--- src/rtl/sub_share_arbiter_pkg.sv ---
// sub_arb_pkg: shared FSM state type, ID-width helper and default operand width
package sub_arb_pkg;

    localparam int DEF_DATAWIDTH = 10;

    typedef enum logic [1:0] {IDLE, EXEC, HOLD} state_t;

    function automatic int id_width(input int n);
        return (n > 1) ? $clog2(n) : 1;
    endfunction

endpackage

--- src/rtl/sub_share_arbiter_rr_picker.sv ---
// rr_picker: combinational round-robin winner search starting at the pointer
module rr_picker
    import sub_arb_pkg::*;
#(
    parameter int NUM_REQ = 4,
    localparam int IDW = id_width(NUM_REQ)
) (
    input  logic [NUM_REQ-1:0] req_i,
    input  logic [IDW-1:0]     ptr_i,
    output logic [IDW-1:0]     winner_o,
    output logic               any_req_o
);

    logic [IDW-1:0] idx;

    assign any_req_o = |req_i;

    // scan from the farthest offset back to the pointer so the closest requester wins
    always_comb begin
        winner_o = '0;
        idx = '0;
        for (int i = NUM_REQ - 1; i >= 0; i--) begin
            idx = IDW'((int'(ptr_i) + i) % NUM_REQ);
            if (req_i[idx]) winner_o = idx;
        end
    end

endmodule

--- src/rtl/sub_share_arbiter_sub.sv ---
// sub_dp: shared unsigned modulo subtractor datapath component
module sub_dp #(
    parameter int DATAWIDTH = 10
) (
    input  logic [DATAWIDTH-1:0] a_i,
    input  logic [DATAWIDTH-1:0] b_i,
    output logic [DATAWIDTH-1:0] y_o
);

    assign y_o = a_i - b_i;

endmodule

--- src/rtl/sub_share_arbiter.sv ---
// sub_share_arbiter: round-robin sequencer time-sharing one subtractor among requesters
module sub_share_arbiter
    import sub_arb_pkg::*;
#(
    parameter int DATAWIDTH = DEF_DATAWIDTH,
    parameter int NUM_REQ = 4,
    localparam int IDW = id_width(NUM_REQ)
) (
    input  logic                           Clk,
    input  logic                           Rst,
    input  logic [NUM_REQ-1:0]             req,
    input  logic [NUM_REQ*DATAWIDTH-1:0]   a_in,
    input  logic [NUM_REQ*DATAWIDTH-1:0]   b_in,
    output logic [NUM_REQ-1:0]             gnt,
    output logic [DATAWIDTH-1:0]           diff,
    output logic                           borrow,
    output logic [IDW-1:0]                 diff_id,
    output logic                           diff_valid,
    input  logic                           diff_ready,
    output logic                           busy
);

    state_t               state_q, state_d;
    logic [IDW-1:0]       rr_q, rr_d, cur_id_q, cur_id_d, diff_id_q, diff_id_d, win;
    logic [DATAWIDTH-1:0] opa_q, opa_d, opb_q, opb_d, diff_q, diff_d, sub_y;
    logic [NUM_REQ-1:0]   gnt_q, gnt_d;
    logic                 borrow_q, borrow_d, valid_q, valid_d, any_req;

    rr_picker #(.NUM_REQ(NUM_REQ)) u_pick (
        .req_i(req),
        .ptr_i(rr_q),
        .winner_o(win),
        .any_req_o(any_req)
    );

    sub_dp #(.DATAWIDTH(DATAWIDTH)) u_sub (
        .a_i(opa_q),
        .b_i(opb_q),
        .y_o(sub_y)
    );

    assign gnt        = gnt_q;
    assign diff       = diff_q;
    assign borrow     = borrow_q;
    assign diff_id    = diff_id_q;
    assign diff_valid = valid_q;
    assign busy       = (state_q == EXEC) || (state_q == HOLD);

    // state and datapath registers; reset drops any in-flight or held result
    always_ff @(posedge Clk) begin
        if (Rst) begin
            state_q   <= IDLE;
            rr_q      <= '0;
            cur_id_q  <= '0;
            opa_q     <= '0;
            opb_q     <= '0;
            gnt_q     <= '0;
            diff_q    <= '0;
            borrow_q  <= 1'b0;
            diff_id_q <= '0;
            valid_q   <= 1'b0;
        end else begin
            state_q   <= state_d;
            rr_q      <= rr_d;
            cur_id_q  <= cur_id_d;
            opa_q     <= opa_d;
            opb_q     <= opb_d;
            gnt_q     <= gnt_d;
            diff_q    <= diff_d;
            borrow_q  <= borrow_d;
            diff_id_q <= diff_id_d;
            valid_q   <= valid_d;
        end
    end

    // EXEC captures the result; IDLE or an accepted HOLD arbitrates; a stalled HOLD keeps everything
    always_comb begin
        state_d   = state_q;
        rr_d      = rr_q;
        cur_id_d  = cur_id_q;
        opa_d     = opa_q;
        opb_d     = opb_q;
        gnt_d     = '0;
        diff_d    = diff_q;
        borrow_d  = borrow_q;
        diff_id_d = diff_id_q;
        valid_d   = valid_q;
        if (state_q == EXEC) begin
            diff_d    = sub_y;
            borrow_d  = opa_q < opb_q;
            diff_id_d = cur_id_q;
            valid_d   = 1'b1;
            state_d   = HOLD;
        end else if (!(state_q == HOLD && !diff_ready)) begin
            valid_d = 1'b0;
            state_d = IDLE;
            if (any_req) begin
                opa_d    = a_in[int'(win)*DATAWIDTH +: DATAWIDTH];
                opb_d    = b_in[int'(win)*DATAWIDTH +: DATAWIDTH];
                cur_id_d = win;
                gnt_d    = NUM_REQ'(1) << win;
                rr_d     = (win == IDW'(NUM_REQ - 1)) ? '0 : win + 1'b1;
                state_d  = EXEC;
            end
        end
    end

endmodule

--- config.mk ---
export PLATFORM = sky130hd
export DESIGN_NAME = sub_share_arbiter
export DESIGN_NICKNAME = d
export VERILOG_FILES = /design/src/rtl/sub_share_arbiter_pkg.sv /design/src/rtl/sub_share_arbiter_rr_picker.sv /design/src/rtl/sub_share_arbiter_sub.sv /design/src/rtl/sub_share_arbiter.sv
export SDC_FILE = /design/constraint.sdc
export NUM_CORES = 1
export LEC_CHECK = 0
export ABC_AREA = 1
export CELL_PAD_IN_SITES_DETAIL_PLACEMENT = 0
export CELL_PAD_IN_SITES_GLOBAL_PLACEMENT = 1
export CORE_MARGIN = 5
export CORE_UTILIZATION = 25
export CTS_BUF_LIST = sky130_fd_sc_hd__clkbuf_2
export DETAILED_ROUTE_END_ITERATION = 6
export PLACE_DENSITY = 0.72
export SYNTH_ARGS = -nofsm -noshare
export SYNTH_HDL_FRONTEND = slang
export SYNTH_SLANG_ARGS = --single-unit
export TNS_END_PERCENT = 100
--- constraint.sdc ---
create_clock -name Clk -period 2.8 [get_ports Clk]
set_input_delay 0.28 -clock Clk [delete_from_list [all_inputs] [get_ports Clk]]
set_output_delay 0.28 -clock Clk [all_outputs]
set_load 0.005 [all_outputs]
==> run summary <==
Crit path top cell by count = nand2_1
Number of antenna diodes = 0
Top cell type's share of synthesized area = 0.3016
Worst slew pin tran = 506.5 ps
Cell area power density = 980.3 nW/um2
Cells after Synth = 444
GP Congestion = 0.8825
CTS root buf = clkbuf_2
Synth cell types = 33
Starting density of the core = 0.2521
Number of synthesized register bits = 43
Mapped Area = 2854 um2
Post-route antenna net violation count = 0
Fillers = 1,244
Static Leak = 1.809 nW
Worst Path Class, Setup = reg2reg
Slowest CP cell = dfxtp_1
Pre-CTS WS = 499.0 ps
Post-DP HPWL = 7.237 mm
CTS tree = done
Crit end category = flop
Later-pin clock latency in the skew report = 400 ps
Vias = 3,139
Total Power = 3.946 mW
Worst setup path startpoint = rr_q[0]
Vias in the first global route = 3,041
Clk buf depth = 2
Placed Instances = 675
Critical path arrival = 2420 ps
Dominant cells by area after synthesis = dfxtp_1 30%, nand3_1 22%, nand2_1 16%
Global-route wire length before repair = 14.26 mm
CTS clk-pin slew, worst paths = 220 ps
I/O pin cnt = 106
Slowest cell delay on critical path = 630 ps
# nets final = 640
Depth of the most critical reg-to-reg path = 13
Row count = 39
TNS Setup = 0 ps
TritonCTS buffer count = 5
RSZ-0062 raised after global routing = false
DR DRC count = 0
HP Start = opb_q[8]
Final Max Slew Viols = 0
Die width = 116.8 um
Clock Skew = 17.08 ps
Layout area overhead = 41.03%
Hold_buf cts = 0
Max FO, Critical Path = 24
Gr ovfl total = 0
TritonCTS Sinks = 43
Avg Cell Area, Syn = 6.428 um2
GRT Overall Usage = 0.1289
IO Port Bufs = 105
F_max = 476.0 MHz
Final Routed Wirelength = 8.715 mm
Cell Chain, Critical Path = nand2_1 -> o21ai_1 -> nand2_1 -> nand2_1 -> inv_1 -> nand2_1 -> nand2_1 -> nand2_1 -> nand2_1 -> inv_2 -> ha_1 -> nand2_1 -> o21ai_0
Min-delay worst type = reg2reg
Hold depth = 2
Area of the multi-input gates = 1665 um2
Crit path required time = 3120 ps
Final period util = 0.7504
Layout cells sized above 1 = 0.04259
Via/cell ratio = 4.596
Post-synthesis sequential area ratio = 0.3016
Synth Warn # = 0
Outcome = completed
Final min period = 2101 ps
Die H = 116.8 um
Die area = 13,650 um2
Post-CTS Setup Bufs = 0
Finish-stage setup viols = 0
1st-pass router iterations = 4
Critical R2R Capture = rr_q[1]
Synth area leader = dfxtp_1
Wire per inst = 12.76 um
Drt initial violations = 250
Maximum level of the CTS H-tree = 2
Register area = 860.8 um2
Setup ws final = 699.0 ps
VDD IR max = 0.5168 mV
Post-cts gate resize count = 0
Area of the core = 11,320 um2
Startpoint Class = flop
Max cap viols = 0
Hold endpoint = opb_q[8]
Synth Net Count = 545
Final hold vios = 0
Slew headroom = 0.6623
Initial antenna violation count = 0
Largest net degree at the start of global routing = 46
R2r setup slk = 700 ps
Post-Layout Cell Count = 683
Worst r2r src = rr_q[0]
==> flip-flops by register name, summed over array words and instances (netlist names) <==
name      count
opa_q        10
state_q       2
gnt           4
opb_q        10
diff_id       2
diff         10
rr_q          2
cur_id_q      2
borrow        1
==> synthesized netlist by cell type <==
cell type / instances
a211oi_1: 1
a21o_1: 1
a21oi_1: 12
and2_1: 1
buf_2: 8
buf_4: 4
buf_6: 5
clkbuf_1: 6
clkinv_1: 2
dfxtp_1: 43
fa_1: 1
ha_1: 13
inv_1: 41
inv_2: 3
inv_4: 1
nand2_1: 124
nand2_2: 1
nand2_4: 1
nand2_8: 1
nand3_1: 123
nand3_2: 1
nand3_4: 1
nand3b_1: 1
nand4_1: 2
nor2_1: 18
nor3_1: 3
nor3_2: 1
o21ai_0: 19
o21ai_1: 1
o31ai_1: 1
o41ai_1: 1
xnor2_1: 2
xor2_1: 1
==> kinds of logic after synthesis <==
family          count (synthesis)  synth area share
simple gates                  278            0.4432
xor+xnor                        3          0.009208
compound gates                 36           0.06708
fa+ha+maj                      14           0.06401
flops                          43            0.3016
buf+inv                        70            0.1149
==> cell usage in the layout (no fill, tap or decap), types with 2 or more instances in the layout <==
cell type        instances
ha_1                    13
nand2_1                124
o21ai_0                 19
inv_1                   41
nand4_1                  2
nor2_1                  18
nand3_1                123
clkdlybuf4s50_1        105
nor3_1                   3
dfxtp_1                 43
xnor2_1                  2
inv_2                    3
clkbuf_2                 5
buf_4                    6
a21oi_1                 12
clkinv_1                 3
==> worst max-delay path: cells and delay by family (launching register included) <==
kind                       cells  cell delay [ps]
AOI/OAI and AO/OA              2              180
adders and majority gates      1              310
buffers and inverters          2              360
DFF                            1              630
and+or+nand+nor                8              540
==> worst max path at each step <==
stage | end | slack [ps] | cells past startpoint
after floorplan | diff[8] | 1100 | 13
after global placement | rr_q[1] | 590 | 14
after detailed placement | rr_q[1] | 500 | 14
after CTS | rr_q[1] | 690 | 13
after global routing | rr_q[0] | 460 | 14
final | rr_q[1] | 700 | 13
==> routing by layer <==
metal | wire [um] | vias to the layer above | global-route usage
met2 | 4320 | 84 | 0.2290
li1 | - | 1653 | -
met1 | 3768 | 1392 | 0.1572
met5 | 0 | - | 0
met3 | 524 | 10 | 0.03342
met4 | 101 | 0 | 0.02676
==> through the flow <==
stage	instance area (um2)	hold slack [ps]	utilization
finish	4025	469.1	0.3555
global route	4025	485.1	0.3555
CTS	4025	473.9	0.3555
detailed placement	3980	444.9	0.3516
global placement	3980	443.6	0.3516
floorplan	2854	426.1	-
==> power by group <==
group / internal (mW) / switching [mW]
sequential: 0.839 / 0.145
clock: 0.0600 / 0.206
combinational: 1.07 / 1.63
total: 1.96 / 1.98
==> layout make-up <==
class | count | share of cell area
multi-input cells | 331 | 0.4137
well taps | 143 | 0.04445
flip-flops and latches | 43 | 0.2139
inverters | 47 | 0.04445
clock buffers | 5 | 0.006217
repair buffers | 111 | 0.2723
clock inverters | 3 | 0.004974
(Power assumes the default switching activity.)
